<file path="src/rtl/alu_arbiter.sv">
// Two-requester arbiter in front of a shared combinational ALU: grant, execute, hold response.
// Build option: define ALU_ARB_FIXED_PRIO_EN to make requester 0 always win ties (no round-robin pointer).
module alu_arbiter #(
    parameter int WIDTH = 3
) (
    input  logic             clk,
    input  logic             rst,
    input  logic             req0_valid,
    input  logic             req1_valid,
    input  logic [WIDTH:0]   req0_a,
    input  logic [WIDTH:0]   req0_b,
    input  logic [WIDTH:0]   req1_a,
    input  logic [WIDTH:0]   req1_b,
    input  logic [2:0]       req0_op,
    input  logic [2:0]       req1_op,
    output logic             req0_ready,
    output logic             req1_ready,
    output logic [WIDTH:0]   alu_a,
    output logic [WIDTH:0]   alu_b,
    output logic [2:0]       alu_op,
    output logic             alu_ci,
    input  logic [WIDTH:0]   alu_out,
    input  logic             alu_neg,
    input  logic             alu_zero,
    input  logic             alu_carry,
    input  logic             alu_ovf,
    output logic             rsp_valid,
    output logic             rsp_id,
    output logic [WIDTH:0]   rsp_out,
    output logic [3:0]       rsp_flags,
    output logic             rsp_err,
    input  logic             rsp_ready
);

    typedef enum logic [1:0] {
        IDLE = 2'd0,
        EXEC = 2'd1,
        RESP = 2'd2
    } state_t;

    localparam logic [2:0] OP_ILLEGAL = 3'b111;

    state_t         state_q, state_d;
    logic [WIDTH:0] opa_q, opa_d;
    logic [WIDTH:0] opb_q, opb_d;
    logic [2:0]     opc_q, opc_d;
    logic           id_q, id_d;
    logic [WIDTH:0] out_q, out_d;
    logic [3:0]     flags_q, flags_d;
    logic           err_q, err_d;
    logic           grant_any;
    logic           grant_id;

`ifndef ALU_ARB_FIXED_PRIO_EN
    // Holds the id granted most recently; a tie goes to the other requester.
    logic           last_q, last_d;
`endif

    always_comb begin
        grant_any = 1'b0;
        grant_id  = 1'b0;
        if (state_q == IDLE && !rst) begin
            if (req0_valid && req1_valid) begin
                grant_any = 1'b1;
`ifdef ALU_ARB_FIXED_PRIO_EN
                grant_id  = 1'b0;
`else
                grant_id  = ~last_q;
`endif
            end else if (req0_valid) begin
                grant_any = 1'b1;
                grant_id  = 1'b0;
            end else if (req1_valid) begin
                grant_any = 1'b1;
                grant_id  = 1'b1;
            end
        end
    end

    assign req0_ready = grant_any && !grant_id;
    assign req1_ready = grant_any && grant_id;

    always_comb begin
        state_d = state_q;
        opa_d   = opa_q;
        opb_d   = opb_q;
        opc_d   = opc_q;
        id_d    = id_q;
        out_d   = out_q;
        flags_d = flags_q;
        err_d   = err_q;
`ifndef ALU_ARB_FIXED_PRIO_EN
        last_d  = last_q;
`endif
        case (state_q)
            IDLE: begin
                if (grant_any) begin
                    state_d = EXEC;
                    id_d    = grant_id;
                    opa_d   = grant_id ? req1_a  : req0_a;
                    opb_d   = grant_id ? req1_b  : req0_b;
                    opc_d   = grant_id ? req1_op : req0_op;
`ifndef ALU_ARB_FIXED_PRIO_EN
                    last_d  = grant_id;
`endif
                end
            end
            EXEC: begin
                // Illegal opcode: whatever the ALU produces is discarded.
                if (opc_q == OP_ILLEGAL) begin
                    out_d   = '0;
                    flags_d = 4'b0000;
                    err_d   = 1'b1;
                end else begin
                    out_d   = alu_out;
                    flags_d = {alu_neg, alu_zero, alu_carry, alu_ovf};
                    err_d   = 1'b0;
                end
                state_d = RESP;
            end
            RESP: begin
                if (rsp_ready) begin
                    state_d = IDLE;
                end
            end
            default: state_d = IDLE;
        endcase
    end

    always_ff @(posedge clk) begin
        if (rst) begin
            state_q <= IDLE;
            opa_q   <= '0;
            opb_q   <= '0;
            opc_q   <= 3'b000;
            id_q    <= 1'b0;
            out_q   <= '0;
            flags_q <= 4'b0000;
            err_q   <= 1'b0;
`ifndef ALU_ARB_FIXED_PRIO_EN
            last_q  <= 1'b1;
`endif
        end else begin
            state_q <= state_d;
            opa_q   <= opa_d;
            opb_q   <= opb_d;
            opc_q   <= opc_d;
            id_q    <= id_d;
            out_q   <= out_d;
            flags_q <= flags_d;
            err_q   <= err_d;
`ifndef ALU_ARB_FIXED_PRIO_EN
            last_q  <= last_d;
`endif
        end
    end

    assign alu_a     = opa_q;
    assign alu_b     = opb_q;
    assign alu_op    = opc_q;
    assign alu_ci    = 1'b0;
    assign rsp_valid = (state_q == RESP);
    assign rsp_id    = id_q;
    assign rsp_out   = out_q;
    assign rsp_flags = flags_q;
    assign rsp_err   = err_q;

endmodule

</file>
<file path="config.mk">
export PLATFORM = sky130hd
export DESIGN_NAME = alu_arbiter
export DESIGN_NICKNAME = d
export VERILOG_FILES = /design/src/rtl/alu_arbiter.sv
export SDC_FILE = /design/constraint.sdc
export NUM_CORES = 1
export LEC_CHECK = 0
export CAP_MARGIN = 20
export CORE_MARGIN = 5
export CORE_UTILIZATION = 42
export CTS_CLUSTER_SIZE = 28
export DETAILED_ROUTE_END_ITERATION = 12
export PLACE_DENSITY = 0.95
export SLEW_MARGIN = 20
export SYNTH_ARGS = -nofsm -noshare
export SYNTH_HDL_FRONTEND = slang
export SYNTH_SLANG_ARGS = --single-unit
</file>
<file path="constraint.sdc">
create_clock -name clk -period 2.2 [get_ports clk]
set_input_delay 0.44 -clock clk [delete_from_list [all_inputs] [get_ports clk]]
set_output_delay 0.44 -clock clk [all_outputs]
set_load 0.02 [all_outputs]
</file>
[Word-level counts from Yosys, hierarchy flattened]
Index checks and enable logic that the tools add are counted.
Word-level totals
  bits of input ports: 35
  logic and storage cells: 40
  register bits after elaboration: 24
Cells by class
  bitwise logic cells: 1
  multiplexer cells: 16
  reductions and logical operators: 9
  eq/ne operators: 5
Operators with widths (count)
  $mux 4: 4
  $mux 1: 8
  $pmux 2 s3: 1
  $logic_and 1x1->1: 4
  $mux 2: 2
  $reduce_and 2->1: 2
  $eq 3x3->1 const B: 1
  $mux 3: 1
  $eq 2x1->1 const B: 1
  $eq 2x2->1 const B: 1
  $logic_not 1->1: 2
  $logic_not 2->1: 1
  $ne 2x1->1 const B: 1
  $ne 2x2->1 const B: 1
  $not 1->1: 1

[Logic depth before layout (Yosys ltp)]
  depth after elaboration: 6
  mapped depth: 5
  mapped depth without buffers: 4

[Worst setup path before layout]
OpenSTA, ideal clock, no wires.
  path type: in2out
  start point: input rst
  end point: output req0_ready
  slack: 0.725 ns
  data arrival time: 1.035 ns
  cell stages on the path: 3
  required time: 1.760 ns
  cell sequence: nor3_4 > nand2_4 > nor2_1
On the way
  cells in the longest elaborated chain, start to end: 5
Ends and longest elaborated chain
  start, declared: line 7  | input logic rst,
  $logic_not 1->1 (*): line 62  | if (state_q == IDLE && !rst) begin
  $logic_and 1x1->1 (*): line 62
  $mux 1: line 62
  $logic_not 1->1: line 80  | assign req0_ready = grant_any && !grant_id;
  $logic_and 1x1->1 (*): line 80
  end, declared: line 16  | output logic req0_ready,
Mark *: on every way between the ends. The rest lies on a longest branch, timed or not.

[Worst setup path after layout]
  start point: input req1_valid
  end point: output req1_ready
On the way
  cells in the longest elaborated chain, start to end: 5
Ends and longest elaborated chain
  start, declared: line 9  | input logic req1_valid,
  $mux 1: line 73  | end else if (req1_valid) begin
  $mux 1: line 70  | end else if (req0_valid) begin
  $mux 1: line 63  | if (req0_valid && req1_valid) begin
  $mux 1: line 62
  $logic_and 1x1->1 (*): line 81  | assign req1_ready = grant_any && grant_id;
  end, declared: line 17  | output logic req1_ready,
Marked as above.

==> results.sh <==
export IMPL_reg2reg_depth=4
export IMPL_r2r_end="alu_b[2]$_SDFFE_PP0P_"
export IMPL_clk_transition_reported_paths_ns=0.12
export IMPL_cts_hold_buf=0
export IMPL_cts_sinks=24
export IMPL_power_density_mw_per_mm2=594.2
export IMPL_final_common_cell="clkdlybuf4s50_1"
export IMPL_path_cells="clkdlybuf4s50_1 -> a21boi_1 -> and2_1 -> dlygate4sd2_1"
export IMPL_rsz0062_at_grt="false"
export IMPL_cts_root_buf="clkbuf_4"
export IMPL_crit_end="req1_ready"
export IMPL_placed_area_mm2=0.001750
export IMPL_drtPass1Iterations=4
export IMPL_grt_overflow_total=0
export IMPL_setup_viol=0
export IMPL_antenna_cells=0
export IMPL_netlist_area_mm2=0.001165
export IMPL_min_path_type="reg2reg"
export IMPL_antenna_found_initial=0
export IMPL_rows=19
export IMPL_ir_drop_v=0.0004237
export IMPL_startpoint_type="primary input"
export IMPL_outcome="completed"
export IMPL_area_delta_synth_final_pct=51.99
export IMPL_first_iter_violations=56
export IMPL_ant_nets=0
export IMPL_grt_max_degree=24
export IMPL_die_h_um=62.67
export IMPL_clockBufferDepth=2
export IMPL_fill_cells=218
export IMPL_ys_seq_area_frac=0.4125
export IMPL_leakage_uw=0.0006465
export IMPL_netlist_instances=123
export IMPL_critPathMaxFanout=3
export IMPL_rrSetupSlack_ns=0.91
export IMPL_synth_edf_count=0
export IMPL_syn_area_per_cell_um2=9.470
export IMPL_wl_per_cell_um=15.51
export IMPL_syn_nets=158
export IMPL_skew_ns=0.003384
export IMPL_worstPathArrival_ns=1.68
export IMPL_fin_area_mm2=0.001770
export IMPL_synth_async_reset_ratio=0
export IMPL_clk_latency_ns=0.31
export IMPL_regArea_um2=480.5
export IMPL_dp_hpwl_um=2641
export IMPL_cts_tree="built"
export IMPL_slowest_delay_ns=0.49
export IMPL_crit_slowest_cell="clkdlybuf4s50_1"
export IMPL_drv_slew=0
export IMPL_place_gp_congestion=0.7474
export IMPL_ys_types=30
export IMPL_die_w_um=62.67
export IMPL_cp_num_cells=4
export IMPL_yosys_area_top_type="dfxtp_1"
export IMPL_drc=0
export IMPL_vias_per_cell=5.352
export IMPL_cpLargestDelayFamily="buffers and inverters"
export IMPL_setup_tns_ns=0
export IMPL_synth_top_cell_area_share=0.4125
export IMPL_port_buffers=58
export IMPL_min_period_over_period=0.9647
export IMPL_path_class="in2out"
export IMPL_path_buf_inv=2
export IMPL_htreeDepth=1
export IMPL_synth_seq_cells=24
export IMPL_coreArea_mm2=0.002710
export IMPL_cts_buffers=3
export IMPL_yosys_warnings=0
export IMPL_grtUsageTotal=0.1640
export IMPL_wl_um=3257
export IMPL_multiInputGateArea_um2=558.0
export IMPL_reg2reg_from="state_q[1]$_SDFFE_PP0P_"
export IMPL_nets=216
export IMPL_cap_violations=0
export IMPL_setup_worst_path_start="req1_valid"
export IMPL_synthFlopType="dfxtp_1"
export IMPL_synth_area_leaders="dfxtp_1 41%, o32ai_2 11%, a21oi_1 8.2%"
export IMPL_end_kind="output pin"
export IMPL_grt_pass1_vias=1272
export IMPL_finalCriticalPeriod_ns=2.122
export IMPL_grt_first_pass_wirelength_um=5368
export IMPL_start_util=0.4298
export IMPL_io_pins=60
export IMPL_drive_above_1_share=0.1341
export IMPL_hold_violations=0
export IMPL_mostFrequentLayoutCells="56 x clkdlybuf4s50_1, 24 x dfxtp_1, 19 x a21oi_1"
export IMPL_cp_required_ns=1.76
export IMPL_dieArea_mm2=0.003927
export IMPL_clock_fmax_ghz=0.4712
export IMPL_vias=1124
## worst min-delay path, cell delays in order, from the launching register on
cell	delay (ns)
dfxtp_1	0.33
nand2_1	0.05
a21oi_1	0.05
## timing repair
| action | in CTS | in global routing |
|---|---|---|
| resized for setup | 2 | 0 |
| buffers inserted | 0 | 0 |
| endpoints found under the setup margin | 2 | 0 |
## per-stage QoR
stage               power [uW]  hold slack [ns]  cells  setup slack [ns]  utilization
floorplan                712.3           0.4602    123            0.7253            -
global placement         863.3           0.4378    207           -0.1498       0.6459
detailed placement       879.6           0.4452    207           -0.2111       0.6459
CTS                       1064           0.4626    210           0.05604       0.6533
global route              1114           0.4950    210           0.01347       0.6533
finish                    1052           0.4583    210           0.07772       0.6533
## metal layers
metal	up-vias	global-route usage	part of all wire
met1	508	0.1645	0.39
li1	552	-	-
met3	4	0.06835	0.11
met5	-	0	0
met4	0	0.05570	0.0061
met2	60	0.3005	0.50
## logic make-up after synthesis
logic type / count (synthesis) / share of synthesized area
buffers and inverters: 23 / 0.1085
and+or+nand+nor: 29 / 0.1407
AOI/OAI and AO/OA: 44 / 0.3179
DFF: 24 / 0.4125
muxes: 2 / 0.01719
other: 1 / 0.003219
## synthesized netlist by cell type, drive strengths merged (2+ instances only)
| master | count |
|---|---|
| or2 | 2 |
| mux2i | 2 |
| nand2 | 9 |
| dfxtp | 24 |
| a21oi | 19 |
| o32ai | 10 |
| nor2 | 2 |
| inv | 12 |
| nand2b | 3 |
| o211ai | 10 |
| buf | 10 |
| nand3 | 9 |
## worst min path at each step
| stage | from | to | slack, ns | depth (start not counted) |
|---|---|---|---|---|
| after floorplan | last_q$_SDFFE_PP1P_ | last_q$_SDFFE_PP1P_ | 0.46 | 1 |
| after global placement | rsp_flags[0]$_SDFFE_PP0N_ | rsp_flags[0]$_SDFFE_PP0N_ | 0.44 | 2 |
| after detailed placement | rsp_flags[3]$_SDFFE_PP0N_ | rsp_flags[3]$_SDFFE_PP0N_ | 0.45 | 2 |
| after CTS | rsp_flags[3]$_SDFFE_PP0N_ | rsp_flags[3]$_SDFFE_PP0N_ | 0.46 | 2 |
| after global routing | rsp_flags[0]$_SDFFE_PP0N_ | rsp_flags[0]$_SDFFE_PP0N_ | 0.50 | 2 |
| final | rsp_flags[3]$_SDFFE_PP0N_ | rsp_flags[3]$_SDFFE_PP0N_ | 0.46 | 2 |
## sequential cells by signal, summed over array words and instances (netlist names)
register,count
alu_op,3
last_q,1
state_q,2
rsp_flags,4
rsp_id,1
alu_a,4
rsp_out,4
rsp_err,1
alu_b,4
## where the power goes
group          switching (uW)  internal, uW
registers                28.0           477
clock network             122          63.9
logic                     177           185
total                     326           726
## area by class of cell
type | count | share of cell area
well taps | 31 | 0.02191
flip-flops and latches | 24 | 0.2714
multi-input cells | 76 | 0.3152
inverters | 12 | 0.02686
clock buffers | 3 | 0.01272
repair buffers | 64 | 0.3519
(Power assumes the default switching activity.)
